===== src/rtl/uart_tx.sv =====
// rtl/uart_tx.sv - transmitter that drains a show-ahead FIFO into start / LSB-first data / stop frames
module uart_tx #(
  parameter int data_width   = 8,
  parameter int clks_per_bit = 868,
  parameter int cnt_width    = $clog2(clks_per_bit)
) (
  input  logic                  clk,
  input  logic                  rst,
  input  logic                  fifo_empty,
  input  logic [data_width-1:0] fifo_dout,
  output logic                  fifo_rd_en,
  output logic                  serial_out,
  output logic                  busy
);

  localparam int idx_width = $clog2(data_width) + 1;
  localparam logic [cnt_width-1:0] cnt_last = cnt_width'(clks_per_bit - 1);
  localparam logic [cnt_width-1:0] cnt_one  = cnt_width'(1);
  localparam logic [idx_width-1:0] idx_last = idx_width'(data_width - 1);
  localparam logic [idx_width-1:0] idx_one  = idx_width'(1);

  typedef enum logic [1:0] {IDLE, START, DATA, STOP} state_t;

  state_t                state, state_n;
  logic [cnt_width-1:0]  bit_cnt, bit_cnt_n;
  logic [idx_width-1:0]  bit_idx, bit_idx_n;
  logic [data_width-1:0] shreg, shreg_n;
  logic                  serial_n;
  logic                  bit_end;

  assign bit_end    = (bit_cnt == cnt_last);
  // Pops happen only when the line is free or on the final stop-bit cycle, so frames chain with no gap.
  assign fifo_rd_en = !rst && !fifo_empty && (state == IDLE || (state == STOP && bit_end));
  assign busy       = (state != IDLE);

  always_comb begin
    state_n   = state;
    bit_cnt_n = bit_cnt;
    bit_idx_n = bit_idx;
    shreg_n   = shreg;
    serial_n  = 1'b1;
    case (state)
      IDLE: begin
        if (fifo_rd_en) begin
          shreg_n   = fifo_dout;
          bit_cnt_n = '0;
          state_n   = START;
        end
      end
      START: begin
        if (bit_end) begin
          bit_cnt_n = '0;
          bit_idx_n = '0;
          state_n   = DATA;
        end else begin
          bit_cnt_n = bit_cnt + cnt_one;
        end
      end
      DATA: begin
        if (bit_end) begin
          bit_cnt_n = '0;
          shreg_n   = shreg >> 1;
          bit_idx_n = bit_idx + idx_one;
          if (bit_idx == idx_last) begin
            state_n = STOP;
          end
        end else begin
          bit_cnt_n = bit_cnt + cnt_one;
        end
      end
      STOP: begin
        if (bit_end) begin
          bit_cnt_n = '0;
          if (fifo_rd_en) begin
            shreg_n = fifo_dout;
            state_n = START;
          end else begin
            state_n = IDLE;
          end
        end else begin
          bit_cnt_n = bit_cnt + cnt_one;
        end
      end
      default: state_n = IDLE;
    endcase

    // The line level is computed from the next state so the registered output lines up with it.
    case (state_n)
      START:   serial_n = 1'b0;
      DATA:    serial_n = shreg_n[0];
      default: serial_n = 1'b1;
    endcase
  end

  always_ff @(posedge clk) begin
    if (rst) begin
      state      <= IDLE;
      bit_cnt    <= '0;
      bit_idx    <= '0;
      shreg      <= '0;
      serial_out <= 1'b1;
    end else begin
      state      <= state_n;
      bit_cnt    <= bit_cnt_n;
      bit_idx    <= bit_idx_n;
      shreg      <= shreg_n;
      serial_out <= serial_n;
    end
  end

endmodule


===== config.mk =====
export PLATFORM = sky130hd
export DESIGN_NAME = uart_tx
export DESIGN_NICKNAME = d
export VERILOG_FILES = /design/src/rtl/uart_tx.sv
export SDC_FILE = /design/constraint.sdc
export NUM_CORES = 1
export LEC_CHECK = 0
export CAP_MARGIN = 20
export CORE_ASPECT_RATIO = 1.1
export CORE_UTILIZATION = 56
export DETAILED_ROUTE_END_ITERATION = 10
export GPL_TIMING_DRIVEN = 0
export PLACE_DENSITY = 0.85
export SLEW_MARGIN = 10
export SYNTH_ARGS = -nofsm -noshare
export SYNTH_HDL_FRONTEND = slang
export SYNTH_SLANG_ARGS = --single-unit

===== constraint.sdc =====
create_clock -name clk -period 3.9 [get_ports clk]
set_input_delay 0.78 -clock clk [delete_from_list [all_inputs] [get_ports clk]]
set_output_delay 0.78 -clock clk [all_outputs]
set_load 0.01 [all_outputs]

==> results of run 1 <==
-- power groups by stage --
stage | combinational (uW) | sequential (uW) | clock [uW]
2_1_floorplan | 43.3 | 274 | 0
3_3_place_gp | 66.6 | 275 | 0
3_5_place_dp | 70.1 | 275 | 0
4_1_cts | 70.4 | 270 | 119
5_1_grt | 77.1 | 271 | 135
6_report | 71.8 | 270 | 118
-- cell usage after synthesis, types with 2 or more instances --
cell       count
a21o_1         3
a21oi_1        6
a221o_1        4
a31oi_1        6
and2_1         2
and3_1         2
and3b_1        2
clkbuf_1       8
dfxtp_1       25
ha_1           2
inv_1          3
mux2i_1        2
nand2_1       12
nand2b_1       4
nand3_1        9
nand3b_1       2
nand4_1        5
nor2_1         9
nor2b_1        4
nor3_1         6
nor3b_1        2
nor4_1         4
nor4b_1        5
o211ai_1       4
o21a_1         2
o21ai_0       10
o21ai_1        3
o2bb2ai_1      2
or3_1          2
xnor2_1        2
xor2_1         2
-- kinds of logic (layout without fill, tap and decap cells) --
| logic type | Yosys count | in the layout | synth area share |
|---|---|---|---|
| AO/OA/AOI/OAI | 53 | 53 | 0.275 |
| flip-flops | 25 | 25 | 0.336 |
| adder cells (fa/ha/maj) | 2 | 2 | 0.0168 |
| multiplexers | 2 | 2 | 0.0135 |
| buffers and inverters | 12 | 28 | 0.0311 |
| XOR/XNOR | 4 | 4 | 0.0236 |
| AND/OR/NAND/NOR | 76 | 76 | 0.304 |
-- metrics by stage --
step                      utilization  hold slack (ps)  instance area (um2)  setup slack (ps)  cells
after global routing            0.664              527                 1670               138    221
after detailed placement        0.653              463                 1650               471    217
final                           0.664              494                 1670               285    221
after floorplan                     -              448                 1490              1460    174
after CTS                       0.664              494                 1670               290    221
after global placement          0.653              452                 1650               555    217
-- layer usage --
metal	track usage	vias up	part of all wire
met5	0	-	0
met2	0.472	50	0.48
met1	0.390	707	0.45
met4	0.107	0	0.016
li1	-	708	-
met3	0.0383	9	0.051
-- state kept, by name (all words and copies together), names as in the netlist --
| name | cells |
|---|---|
| shreg | 8 |
| bit_cnt | 10 |
| serial_out | 1 |
| bit_idx | 4 |
| state | 2 |
-- cell usage in the layout, fill, tap and decap left out, drive strengths merged, types with 3 or more instances in the layout --
| cell type | count |
|---|---|
| nor2 | 9 |
| a31oi | 6 |
| a21o | 3 |
| a21oi | 6 |
| dfxtp | 25 |
| clkbuf | 12 |
| nor4b | 6 |
| clkdlybuf4s50 | 12 |
| o211ai | 4 |
| inv | 3 |
| nor2b | 4 |
| nor4 | 5 |
| o21ai | 13 |
| nand4 | 5 |
| nor3 | 7 |
| a221o | 4 |
| nand2 | 12 |
| nand3 | 9 |
| nand2b | 4 |
-- worst paths after layout --
path | from | end | slack (ps) | depth (start not counted)
worst max register to register | bit_cnt[0] | bit_idx[3] | 1610 | 6
worst min register to register | shreg[6] | shreg[5] | 490 | 1
worst min-delay path | shreg[6] | shreg[5] | 490 | 1
worst max-delay path | bit_cnt[0] | fifo_rd_en | 280 | 6
-- cell type report --
type                            count  area [um2]
Buffer                              9        35.0
Fill cell                         229         847
Multi-Input combinational cell    137         941
Tap cell                           31        38.8
Timing Repair Buffer               12         120
Clock buffer                        4        26.3
Sequential cell                    25         500
Inverter                            3        11.3
-- critical path, cell delays in order, from the launching register on --
cell,delay [ps]
dfxtp_1,430
ha_1,240
or4b_1,450
buf_2,200
nor4_1,290
o21a_1,320
clkdlybuf4s50_1,590
==> impl_results.md, run 1 <==
* DRC errors left at 0
* Later-pin clock latency in the skew report at 320 ps
* CTS tree: done
* Post-synth ARST share at 0
* CTS Buffer Depth at 2
* Net switching power at 123 uW
* Final setup viols at 0
* GRT Residual Overflow at 0
* Clock skew at 4.54 ps
* Vias in the first global route at 1454
* Ys Warns at 0
* Total CTS buffers at 3
* Mapped Cells at 174
* Syn nets at 187
* Core Region at around 2500 um2
* Sum Neg Setup Slack at 0 ps
* Slew @ Worst Pin at 664 ps
* Kind of end point of the critical path: output port
* Combinational share of power at 0.156
* Number of synthesized flops with an enable pin at 0
* Syn Area/Cell at 8.55 um2
* Initial Util at 0.590
* Post-DRT Antenna Nets at 0
* RSZ-0062 raised after global routing: false
* Final-report max-slew violation count at 0
* # Post-CTS Setup Buffers at 0
* Yosys top cell area share at 0.336
* IO Count at 14
* Sequential power share at 0.587
* Pwr Total at 460 uW
* Die H at between 50 and 60 um
* Startpoint Class: flop
* Yosys top cell by area: dfxtp_1
* DRT iter0 DRCs at 37
* Final nets at 204
* CP Data Arrival Time at roughly 2800 ps
* Period Utilization, post-route at 0.927
* Cell area after synthesis at approximately 1500 um2
* Pre-Repair DR Iteration Count at 4
* Worst vdd ir at between 0.0002 and 0.00025 V
* # hold bufs at CTS at 0
* H-tree Lvls at 1
* Hold Crit Class: reg2reg
* Vias per cell at 6.67
* Int Pwr at 337 uW
* Clk slew on worst S/H paths at between 100 and 150 ps
* Clock root buffer: clkbuf_4
* Row count at 19
* Yosys reg bits at 25
* # resized after CTS at 0
* Worst-path maximum fanout at 7
* Max-slew headroom at 0.556
* Die X at 51.1 um
* Post-synthesis sequential area ratio at 0.336
* RePlAce Congestion at about 0.95
* Global-route wire length before repair at 6470 um
* Total number of vias at 1474
* Buffers added on ports at 12
* Clock sinks at 25
* Initial antenna violation count at 0
* Ant diodes at 0
* Max_cap viols at 0
* Final HPWL DP at between 2000 and 3000 um
* Final hold viol count at 0
* Net Sw Frac at 0.267
* Synth area leaders: dfxtp_1 34%, o21ai_0 3.4%, nand3_1 3.0%
* Overall Global Routing Usage at 0.292
* P per Cell Area at 275 nW/um2
* Outcome: completed
* Share of cells above drive strength 1 at 0.0632
* Primary FF master, synth: dfxtp_1
* Fmax achieved at 0.277 GHz
* Post-layout min period at about 3600 ps
* DR WL/cell at 16.8 um
* WL final at 3710 um
* Pin count of the biggest net entering global routing at 14
* Post-synthesis cell type count at 51
* WS Path Type: reg2out
* Die area at 2870 um2
* Synthesis-to-finish area growth at 12.4%
* Leakage at 0.000559 uW
* Clock power frac at 0.257
* Worst endpoint required time at 3120 ps
(Power assumes the default switching activity.)
==> inputs of run 2 (changes only) <==
--- a/config.mk
+++ b/config.mk
@@ -11,6 +11,7 @@
 export DETAILED_ROUTE_END_ITERATION = 10
 export GPL_TIMING_DRIVEN = 0
 export PLACE_DENSITY = 0.85
+export SETUP_SLACK_MARGIN = 0.15
 export SLEW_MARGIN = 10
 export SYNTH_ARGS = -nofsm -noshare
 export SYNTH_HDL_FRONTEND = slang
==> run 2 against run 1 <==
Effect of this change: routed wire length about the same; final area about the same; total power is 0.22% lower; die area stayed put; critical endpoint unchanged; sequential power barely moved; non-clock buffer count is the same.
==> impl_results.md, run 2 (synthesized netlist as in run 1, its figures left out) <==
* Outcome: completed
* Total number of vias at between 1k and 1.5k
* Largest register FFs at 10
* Overall Global Routing Usage at 0.292
* Total CTS buffers at 3
* CTS tree: done
* Buffers added on ports at 12
* Final setup viols at 0
* Final nets at 204
* Max_cap viols at 0
* Initial Util at 0.590
* Fmax achieved at 0.284 GHz
* Worst endpoint required time at 3120 ps
* Clock skew at 4.04 ps
* Row count at 19
* Global-route layer with the greatest usage: met2
* Placed Area at 1650 um2
* Global Route met2 Usage at 0.472
* H-tree Lvls at 1
* Core Region at 2520 um2
* Worst vdd ir at 0.000240 V
* Share of cells above drive strength 1 at 0.0684
* RSZ-0062 raised after global routing: false
* DR WL/cell at about 17 um
* WL final at between 3000 and 4000 um
* Startpoint Class: flop
* Post-layout min period at 3520 ps
* Grt met1 use at 0.390
* Placed cell count at roughly 220
* DRC errors left at 0
* Initial antenna violation count at 0
* Period Utilization, post-route at 0.903
* Pre-Repair DR Iteration Count at 4
* Worst-path maximum fanout at 7
* Sum Neg Setup Slack at 0 ps
* Most frequent cells in the layout: 25 x dfxtp_1, 12 x nand2_1, 12 x clkdlybuf4s50_1, 10 x o21ai_0
* GRT Residual Overflow at 0
* Max-slew headroom at 0.544
* # hold bufs at CTS at 0
* Met3 usage at 0.0383
* Final hold viol count at 0
* Final-report max-slew violation count at 0
* Post-DRT Antenna Nets at 0
* Pin count of the biggest net entering global routing at 14
* Biggest regs: bit_cnt: 10 flops, shreg: 8 flops, bit_idx: 4 flops
* Clk slew on worst S/H paths at 130 ps
* Hold Crit Class: reg2reg
* Commonest non-fill, non-tap cell in the layout: dfxtp_1
* Kind of end point of the critical path: output port
* Reg with most FFs: bit_cnt
* CTS Buffer Depth at 2
* Synthesis-to-finish area growth at 12.5%
* Clock root buffer: clkbuf_4
* IO Count at 14
* RePlAce Congestion at 0.949
* Vias in the first global route at 1454
* Leakage at 0.000560 uW
* Final HPWL DP at 2710 um
* Vias per cell at 6.68
* Later-pin clock latency in the skew report at approximately 320 ps
* Global-route wire length before repair at 6470 um
* Slew @ Worst Pin at 683 ps
* Post-route cell area at between 1500 and 2000 um2
* Die area at 2870 um2
* Clock sinks at 25
* P per Cell Area at approximately 270 nW/um2
* Ant diodes at 0
* DRT iter0 DRCs at 35
* Die X at around 51 um
* Die H at 56.1 um
* Final cell count without fillers at 221
* WS Path Type: reg2out
* CP Data Arrival Time at between 2000 and 3000 ps
==> run 2: stage by stage <==
stage / hold WS (ps) / total power, uW / util / setup WS, ps
after global routing: 527 / 483 / 0.664 / 226
after detailed placement: 463 / 345 / 0.653 / 471
final: 494 / 459 / 0.664 / 377
after CTS: 494 / 459 / 0.664 / 290
after floorplan: 448 / 317 / - / 1460
after global placement: 452 / 342 / 0.653 / 555
==> run 2: path summary, 6_finish.rpt <==
path	depth (start not counted)	from	end	slack [ps]
worst max-delay path	6	bit_cnt[0]	fifo_rd_en	380
worst min-delay path	1	shreg[6]	shreg[5]	490
worst max register to register	6	bit_cnt[0]	bit_idx[3]	1590
worst min register to register	1	shreg[6]	shreg[5]	490
==> run 2: critical path, stage by stage (launching register included) <==
cell,delay (ps)
dfxtp_1,430
ha_1,240
or4b_1,450
buf_2,200
nor4_1,290
o21a_2,260
clkdlybuf4s50_1,560
==> run 2: layout make-up <==
class / instances / area (um2)
Fill cell: 228 / 846
Multi-Input combinational cell: 137 / 942
Tap cell: 31 / 38.8
Timing Repair Buffer: 12 / 120
Buffer: 9 / 35.0
Sequential cell: 25 / 500
Clock buffer: 4 / 26.3
Inverter: 3 / 11.3
==> run 2: repair_timing <==
item / CTS / global route
setup buffers: 0 / 0
resized for setup: 0 / 1
setup endpoints to repair: 0 / 1
==> run 2: layer usage <==
metal,part of all wire,vias to the layer above
li1,-,706
met1,0.45,710
met2,0.49,54
met3,0.045,7
met4,0.017,0
met5,0,-
==> run 2: report_power, final <==
part	internal, uW	total (uW)	switching [uW]
logic	33.0	71.7	38.7
clock network	40.1	117	77.0
registers	264	270	6.06
total	337	459	122
